## src/rtl/osc_timer_ctrl_if.sv

```systemverilog
// Control/status bundle between a host and osc_timer_ctrl.
// The host drives the master side; the timer controller is the slave.
interface osc_timer_ctrl_if #(
  parameter int TICK_W = 8
);
  logic              start;
  logic              abort;
  logic [TICK_W-1:0] ticks;
  logic              busy;
  logic              done;
  logic [TICK_W-1:0] elapsed;

  modport master (output start, abort, ticks, input busy, done, elapsed);
  modport slave  (input start, abort, ticks, output busy, done, elapsed);
endinterface

```

## src/rtl/osc_timer_ctrl.sv

```systemverilog
// Oscillator/timer sequencer: wakes the oscillator, lets it settle, counts
// synchronized TIMEROUT rising edges up to a target, then pulses DONE.
module osc_timer_ctrl #(
  parameter int TICK_W = 8,
  parameter int SETTLE = 4
) (
  input  logic            i_clk,
  input  logic            i_r,
  input  logic            i_timerout,
  output logic            o_dynoscdis,
  output logic            o_timerres,
  osc_timer_ctrl_if.slave bus
);
  typedef enum logic [1:0] {
    ST_IDLE  = 2'd0,
    ST_WAKE  = 2'd1,
    ST_COUNT = 2'd2,
    ST_FIN   = 2'd3
  } state_t;

  localparam logic [3:0]        SETTLE_LAST = 4'(SETTLE - 1);
  localparam logic [TICK_W-1:0] ONE         = {{(TICK_W-1){1'b0}}, 1'b1};
  localparam logic [TICK_W-1:0] ZERO        = {TICK_W{1'b0}};

  state_t            r_state;
  state_t            w_state_nxt;
  logic              r_sync1;
  logic              r_sync2;
  logic              r_hist;
  logic              w_tick;
  logic [TICK_W-1:0] r_target;
  logic [TICK_W-1:0] w_target_nxt;
  logic [TICK_W-1:0] r_elapsed;
  logic [TICK_W-1:0] w_elapsed_nxt;
  logic [TICK_W-1:0] w_elapsed_inc;
  logic [3:0]        r_settle;
  logic [3:0]        w_settle_nxt;
  logic              r_dynoscdis;
  logic              r_timerres;
  logic              r_busy;
  logic              r_done;

  assign w_tick        = r_sync2 & ~r_hist;
  assign w_elapsed_inc = r_elapsed + ONE;

  // TIMEROUT is asynchronous: two-flop synchronizer plus history flop for edge detect
  always_ff @(posedge i_clk) begin
    if (i_r) begin
      r_sync1 <= 1'b0;
      r_sync2 <= 1'b0;
      r_hist  <= 1'b0;
    end else begin
      r_sync1 <= i_timerout;
      r_sync2 <= r_sync1;
      r_hist  <= r_sync2;
    end
  end

  // Next-state and datapath decode
  always_comb begin
    w_state_nxt   = r_state;
    w_target_nxt  = r_target;
    w_elapsed_nxt = r_elapsed;
    w_settle_nxt  = r_settle;
    case (r_state)
      ST_IDLE: begin
        if (bus.start && !bus.abort) begin
          w_elapsed_nxt = ZERO;
          if (bus.ticks != ZERO) begin
            w_target_nxt = bus.ticks;
            w_settle_nxt = 4'd0;
            w_state_nxt  = ST_WAKE;
          end else begin
            w_state_nxt = ST_FIN;
          end
        end else begin
          w_state_nxt = ST_IDLE;
        end
      end
      ST_WAKE: begin
        if (bus.abort) begin
          w_state_nxt = ST_IDLE;
        end else begin
          w_settle_nxt = r_settle + 4'd1;
          if (r_settle == SETTLE_LAST) begin
            w_state_nxt = ST_COUNT;
          end else begin
            w_state_nxt = ST_WAKE;
          end
        end
      end
      ST_COUNT: begin
        // Abort beats a coincident tick, so the count is frozen
        if (bus.abort) begin
          w_state_nxt = ST_IDLE;
        end else if (w_tick) begin
          w_elapsed_nxt = w_elapsed_inc;
          if (w_elapsed_inc == r_target) begin
            w_state_nxt = ST_FIN;
          end else begin
            w_state_nxt = ST_COUNT;
          end
        end else begin
          w_state_nxt = ST_COUNT;
        end
      end
      ST_FIN: begin
        w_state_nxt = ST_IDLE;
      end
      default: begin
        w_state_nxt = ST_IDLE;
      end
    endcase
  end

  // State, datapath and registered outputs decoded from the next state
  always_ff @(posedge i_clk) begin
    if (i_r) begin
      r_state     <= ST_IDLE;
      r_target    <= ZERO;
      r_elapsed   <= ZERO;
      r_settle    <= 4'd0;
      r_dynoscdis <= 1'b1;
      r_timerres  <= 1'b1;
      r_busy      <= 1'b0;
      r_done      <= 1'b0;
    end else begin
      r_state     <= w_state_nxt;
      r_target    <= w_target_nxt;
      r_elapsed   <= w_elapsed_nxt;
      r_settle    <= w_settle_nxt;
      r_dynoscdis <= (w_state_nxt == ST_IDLE) || (w_state_nxt == ST_FIN);
      r_timerres  <= (w_state_nxt != ST_COUNT);
      r_busy      <= (w_state_nxt == ST_WAKE) || (w_state_nxt == ST_COUNT);
      r_done      <= (w_state_nxt == ST_FIN);
    end
  end

  assign o_dynoscdis = r_dynoscdis;
  assign o_timerres  = r_timerres;
  assign bus.busy    = r_busy;
  assign bus.done    = r_done;
  assign bus.elapsed = r_elapsed;
endmodule

```

## src/flat_wrapper.sv

```systemverilog
// flat-port wrapper written by rule: the top's interface ports become plain ports
module osc_timer_ctrl_flat 
#(
  parameter int TICK_W = 8,
  parameter int SETTLE = 4
)
  (i_clk, i_r, i_timerout, o_dynoscdis, o_timerres, bus_start, bus_abort, bus_ticks, bus_busy, bus_done, bus_elapsed);
  osc_timer_ctrl_if #(.TICK_W(TICK_W)) bus_i ();
  input  logic i_clk;
  input  logic i_r;
  input  logic i_timerout;
  output logic o_dynoscdis;
  output logic o_timerres;
  input wire logic [$bits(bus_i.start)-1:0] bus_start;
  input wire logic [$bits(bus_i.abort)-1:0] bus_abort;
  input wire logic [$bits(bus_i.ticks)-1:0] bus_ticks;
  output wire logic [$bits(bus_i.busy)-1:0] bus_busy;
  output wire logic [$bits(bus_i.done)-1:0] bus_done;
  output wire logic [$bits(bus_i.elapsed)-1:0] bus_elapsed;
  assign bus_i.start = bus_start;
  assign bus_i.abort = bus_abort;
  assign bus_i.ticks = bus_ticks;
  assign bus_busy = bus_i.busy;
  assign bus_done = bus_i.done;
  assign bus_elapsed = bus_i.elapsed;
  osc_timer_ctrl #(.TICK_W(TICK_W), .SETTLE(SETTLE)) u_core (.i_clk(i_clk), .i_r(i_r), .i_timerout(i_timerout), .o_dynoscdis(o_dynoscdis), .o_timerres(o_timerres), .bus(bus_i));
endmodule
```

## config.mk

```make
export PLATFORM = sky130hd
export DESIGN_NAME = osc_timer_ctrl_flat
export DESIGN_NICKNAME = d
export VERILOG_FILES = /design/src/rtl/osc_timer_ctrl_if.sv /design/src/rtl/osc_timer_ctrl.sv /design/src/flat_wrapper.sv
export SDC_FILE = /design/constraint.sdc
export NUM_CORES = 1
export LEC_CHECK = 0
export BUFFER_PORTS_ARGS = -buffer_cell sky130_fd_sc_hd__buf_2
export CORE_MARGIN = 8
export CORE_UTILIZATION = 59
export DETAILED_ROUTE_END_ITERATION = 10
export MAX_ROUTING_LAYER = met4
export PLACE_DENSITY = 0.83
export SYNTH_ARGS = -nofsm -noshare
export SYNTH_HDL_FRONTEND = slang
export SYNTH_SLANG_ARGS = --single-unit
```

## constraint.sdc

```tcl
create_clock -name i_clk -period 7.1 [get_ports i_clk]
set_clock_uncertainty 0.2 [all_clocks]
set_input_delay 1.42 -clock i_clk [delete_from_list [all_inputs] [get_ports i_clk]]
set_output_delay 1.42 -clock i_clk [all_outputs]
set_load 0.01 [all_outputs]
```

==> impl_metrics.py <==
metrics = {
    "global_route": {
        "antenna_found_initial": 0,
        "grt-ovfl-total": 0,
        "grt_pass1_vias": 1240,
        "grt_start_max_net_pins": 27,
        "grt.total_usage": 0.160,
        "grt_pass1_wl_um": 5270,
    },
    "logic_synthesis": {
        "synth.distinct_cells": 37,
        "synth_area_sq_um": 1480,
        "ys_seq_area_frac": 0.394,
        "netlist_instances": 164,
        "synth_area_per_cell_sq_um": 8.99,
        "synth_nets": 181,
        "ys_warn_count": 0,
        "ys_ff_latch": 29,
    },
    "critical_path": {
        "cp.required_ns": 7.11,
        "critical_path_class": "input pin to register",
        "crit_slowest_cell": "or2_2",
        "cp.depth": 8,
        "r2r-start": "u_core.bus.elapsed[0]",
        "path_cells": "buf_2 -> nor2_1 -> nand3_4 -> nor4_2 -> nand4_1 -> o21a_1 -> ha_1 -> or2_2",
        "crit_buf_inv": 1,
        "crit_path_start_kind": "input pin",
        "cp-end-kind": "register",
        "cp-startpoint": "bus_abort",
        "slowest_delay_ns": 0.30,
        "path_max_fanout": 9,
        "cp_top_family": "simple AND/OR/NAND/NOR gates",
        "arrival_ns": 3.22,
        "r2r_cells": 8,
    },
    "clocking": {
        "path_clk_slew_ns": 0.08,
        "cts_tree": "built",
        "insertion_delay_ns": 0.33,
        "cts_root_buf": "clkbuf_4",
        "ctsResizeCount": 0,
        "clockBufferDepth": 2,
        "cts_setup_buffers": 0,
        "cts_buffers": 5,
        "cts.sinks": 29,
        "htreeDepth": 2,
        "ctsHoldBuffers": 0,
    },
    "timing": {
        "slew_violations": 0,
        "tns_ns": 0,
        "rsz0062_at_grt": "false",
        "finalSetupViolations": 0,
        "tightest_slew_ns": 0.453,
        "fin_crit_ns": 3.20,
        "max_slew_margin": 0.698,
        "fmax_mhz": 312,
        "fin_crit_sh": 0.451,
        "hold_viol": 0,
    },
    "die": {
        "die_w_um": 66,
        "die_area_sq_um": 4360,
        "fp-row-count": 18,
        "core_area_sq_um": 2430,
        "initial_utilization": 0.606,
        "io_pins": 25,
        "die-height_um": 66,
    },
    "route": {
        "wl_um": 3150,
        "initialDrtViolationCount": 92,
        "viasPerCell": 5.75,
        "routedWlPerCell_um": 14.3,
        "dr.pass1.iters": 4,
        "vias": 1266,
        "postRouteAntennaNets": 0,
        "drc": 0,
    },
    "placed_design": {
        "portBuffers": 24,
        "hpwlAfterDp_um": 2400,
        "finalWeightedCongestion": 0.878,
        "numPlacedInstances": 213,
    },
    "hold_path": {
        "min_path_type": "register to register",
        "holdPathStages": 1,
        "holdCritStartpoint": "u_core.r_sync1",
    },
    "layout": {
        "syn_to_final_growth_pct": 11.9,
        "drive_gt1_frac": 0.211,
        "diodes": 0,
        "final_cells": 220,
        "nets": 207,
    },
    "status": {
        "status": "finished clean",
    },
    "power": {
        "power.density_nw_per_um2": 182,
        "peakVddDrop_uv": 147,
        "p_leak_nw": 0.691,
    },
    "job": {
        "drv_cap": 0,
    },
}
==> synth_stat cells, drive strengths merged <==
master	count	area (sq um)
a21boi	1	7.51
a21oi	11	55.1
and2	3	18.8
and2b	1	8.76
and3	2	13.8
buf	3	30.0
clkbuf	2	7.51
dfxtp	29	581
ha	4	50.1
inv	1	3.75
mux2i	8	80.1
nand2	9	33.8
nand2b	3	18.8
nand3	4	32.5
nand3b	7	52.6
nand4	1	6.26
nor2	24	90.1
nor2b	8	57.6
nor3	3	20.0
nor3b	2	15.0
nor4	3	37.5
o211ai	2	15.0
o21a	3	22.5
o21ai	10	50.0
o31a	1	8.76
o32a	1	11.3
or2	2	12.5
or3	2	12.5
xnor2	5	43.8
xor2	9	78.8
==> final timing paths <==
kind	end	slack (ns)
hold / removal	u_core.r_sync2	0.26
setup reg to reg	u_core.o_dynoscdis	4.44
setup / recovery	u_core.o_dynoscdis	3.90
hold reg to reg	u_core.r_sync2	0.26
==> registers in the layout, summed over array words and instances (netlist names) <==
register and flops:
u_core.r_state 2, u_core.r_target 8, u_core.r_sync2 1, u_core.r_sync1 1, u_core.r_settle 4, u_core.bus.busy 1, u_core.bus.elapsed 8, u_core.o_dynoscdis 1
u_core.bus.done 1, u_core.r_hist 1, u_core.o_timerres 1
==> layer usage <==
metal | up-vias | wire [um] | global-route usage
met2 | 37 | 1570 | 0.252
li1 | 617 | - | -
met3 | 7 | 148 | 0.0576
met1 | 605 | 1350 | 0.168
met5 | - | 0 | -
met4 | 0 | 75 | 0.0960
==> area by class of cell <==
type                            count  area [sq um]
Inverter                            1          3.75
Sequential cell                    29           581
Fill cell                         193           782
Multi-Input combinational cell    129           853
Tap cell                           30          37.5
Timing Repair Buffer               24           120
Clock buffer                        7          55.1
==> power by group <==
group	total (mW)	internal [mW]	switching [mW]	leakage [nW]
Sequential	0.172	0.167	0.00411	0.236
Combinational	0.0295	0.0130	0.0165	0.424
Clock	0.0999	0.0466	0.0533	0.0314
Total	0.301	0.227	0.0739	0.691
==> worst reg2reg max path, cell delays in order, from the launching register on <==
cell     delay, ns
dfxtp_1       0.48
ha_1          0.30
nand3_1       0.16
nor2_1        0.29
xnor2_1       0.16
nand4_1       0.16
o21a_1        0.22
ha_1          0.28
or2_2         0.30
==> placed cells by master (no fill, tap or decap), types with 3 or more instances in the layout <==
cell type,n
xor2_1,9
a21oi_1,11
dfxtp_1,29
nand3b_1,7
mux2i_1,8
and2_1,3
nand2_1,9
xnor2_1,5
nand3_1,3
nor2_1,24
nor2b_1,7
o21ai_0,7
o21a_1,3
nor4_2,3
buf_2,24
o21ai_1,3
clkbuf_4,5
ha_1,4
nand2b_1,3
==> metrics by stage <==
step / util / instance area (sq um) / power (mW) / setup WS [ns] / hold WS (ns)
2_1_floorplan: - / 1480 / 0.196 / 3.88 / 0.214
3_3_place_gp: 0.656 / 1600 / 0.203 / 3.66 / 0.236
3_5_place_dp: 0.656 / 1600 / 0.205 / 3.57 / 0.247
4_1_cts: 0.678 / 1650 / 0.305 / 3.91 / 0.264
5_1_grt: 0.678 / 1650 / 0.315 / 3.79 / 0.290
6_report: 0.678 / 1650 / 0.301 / 3.90 / 0.261
==> kinds of logic after synthesis <==
logic type / Yosys count / synth area share
compound gates: 29 / 0.115
fa+ha+maj: 4 / 0.0339
simple gates: 74 / 0.292
mux: 8 / 0.0543
xor+xnor: 14 / 0.0831
buf+inv: 6 / 0.0280
flops: 29 / 0.394
Note: power is estimated with default switching activity, not from simulation.
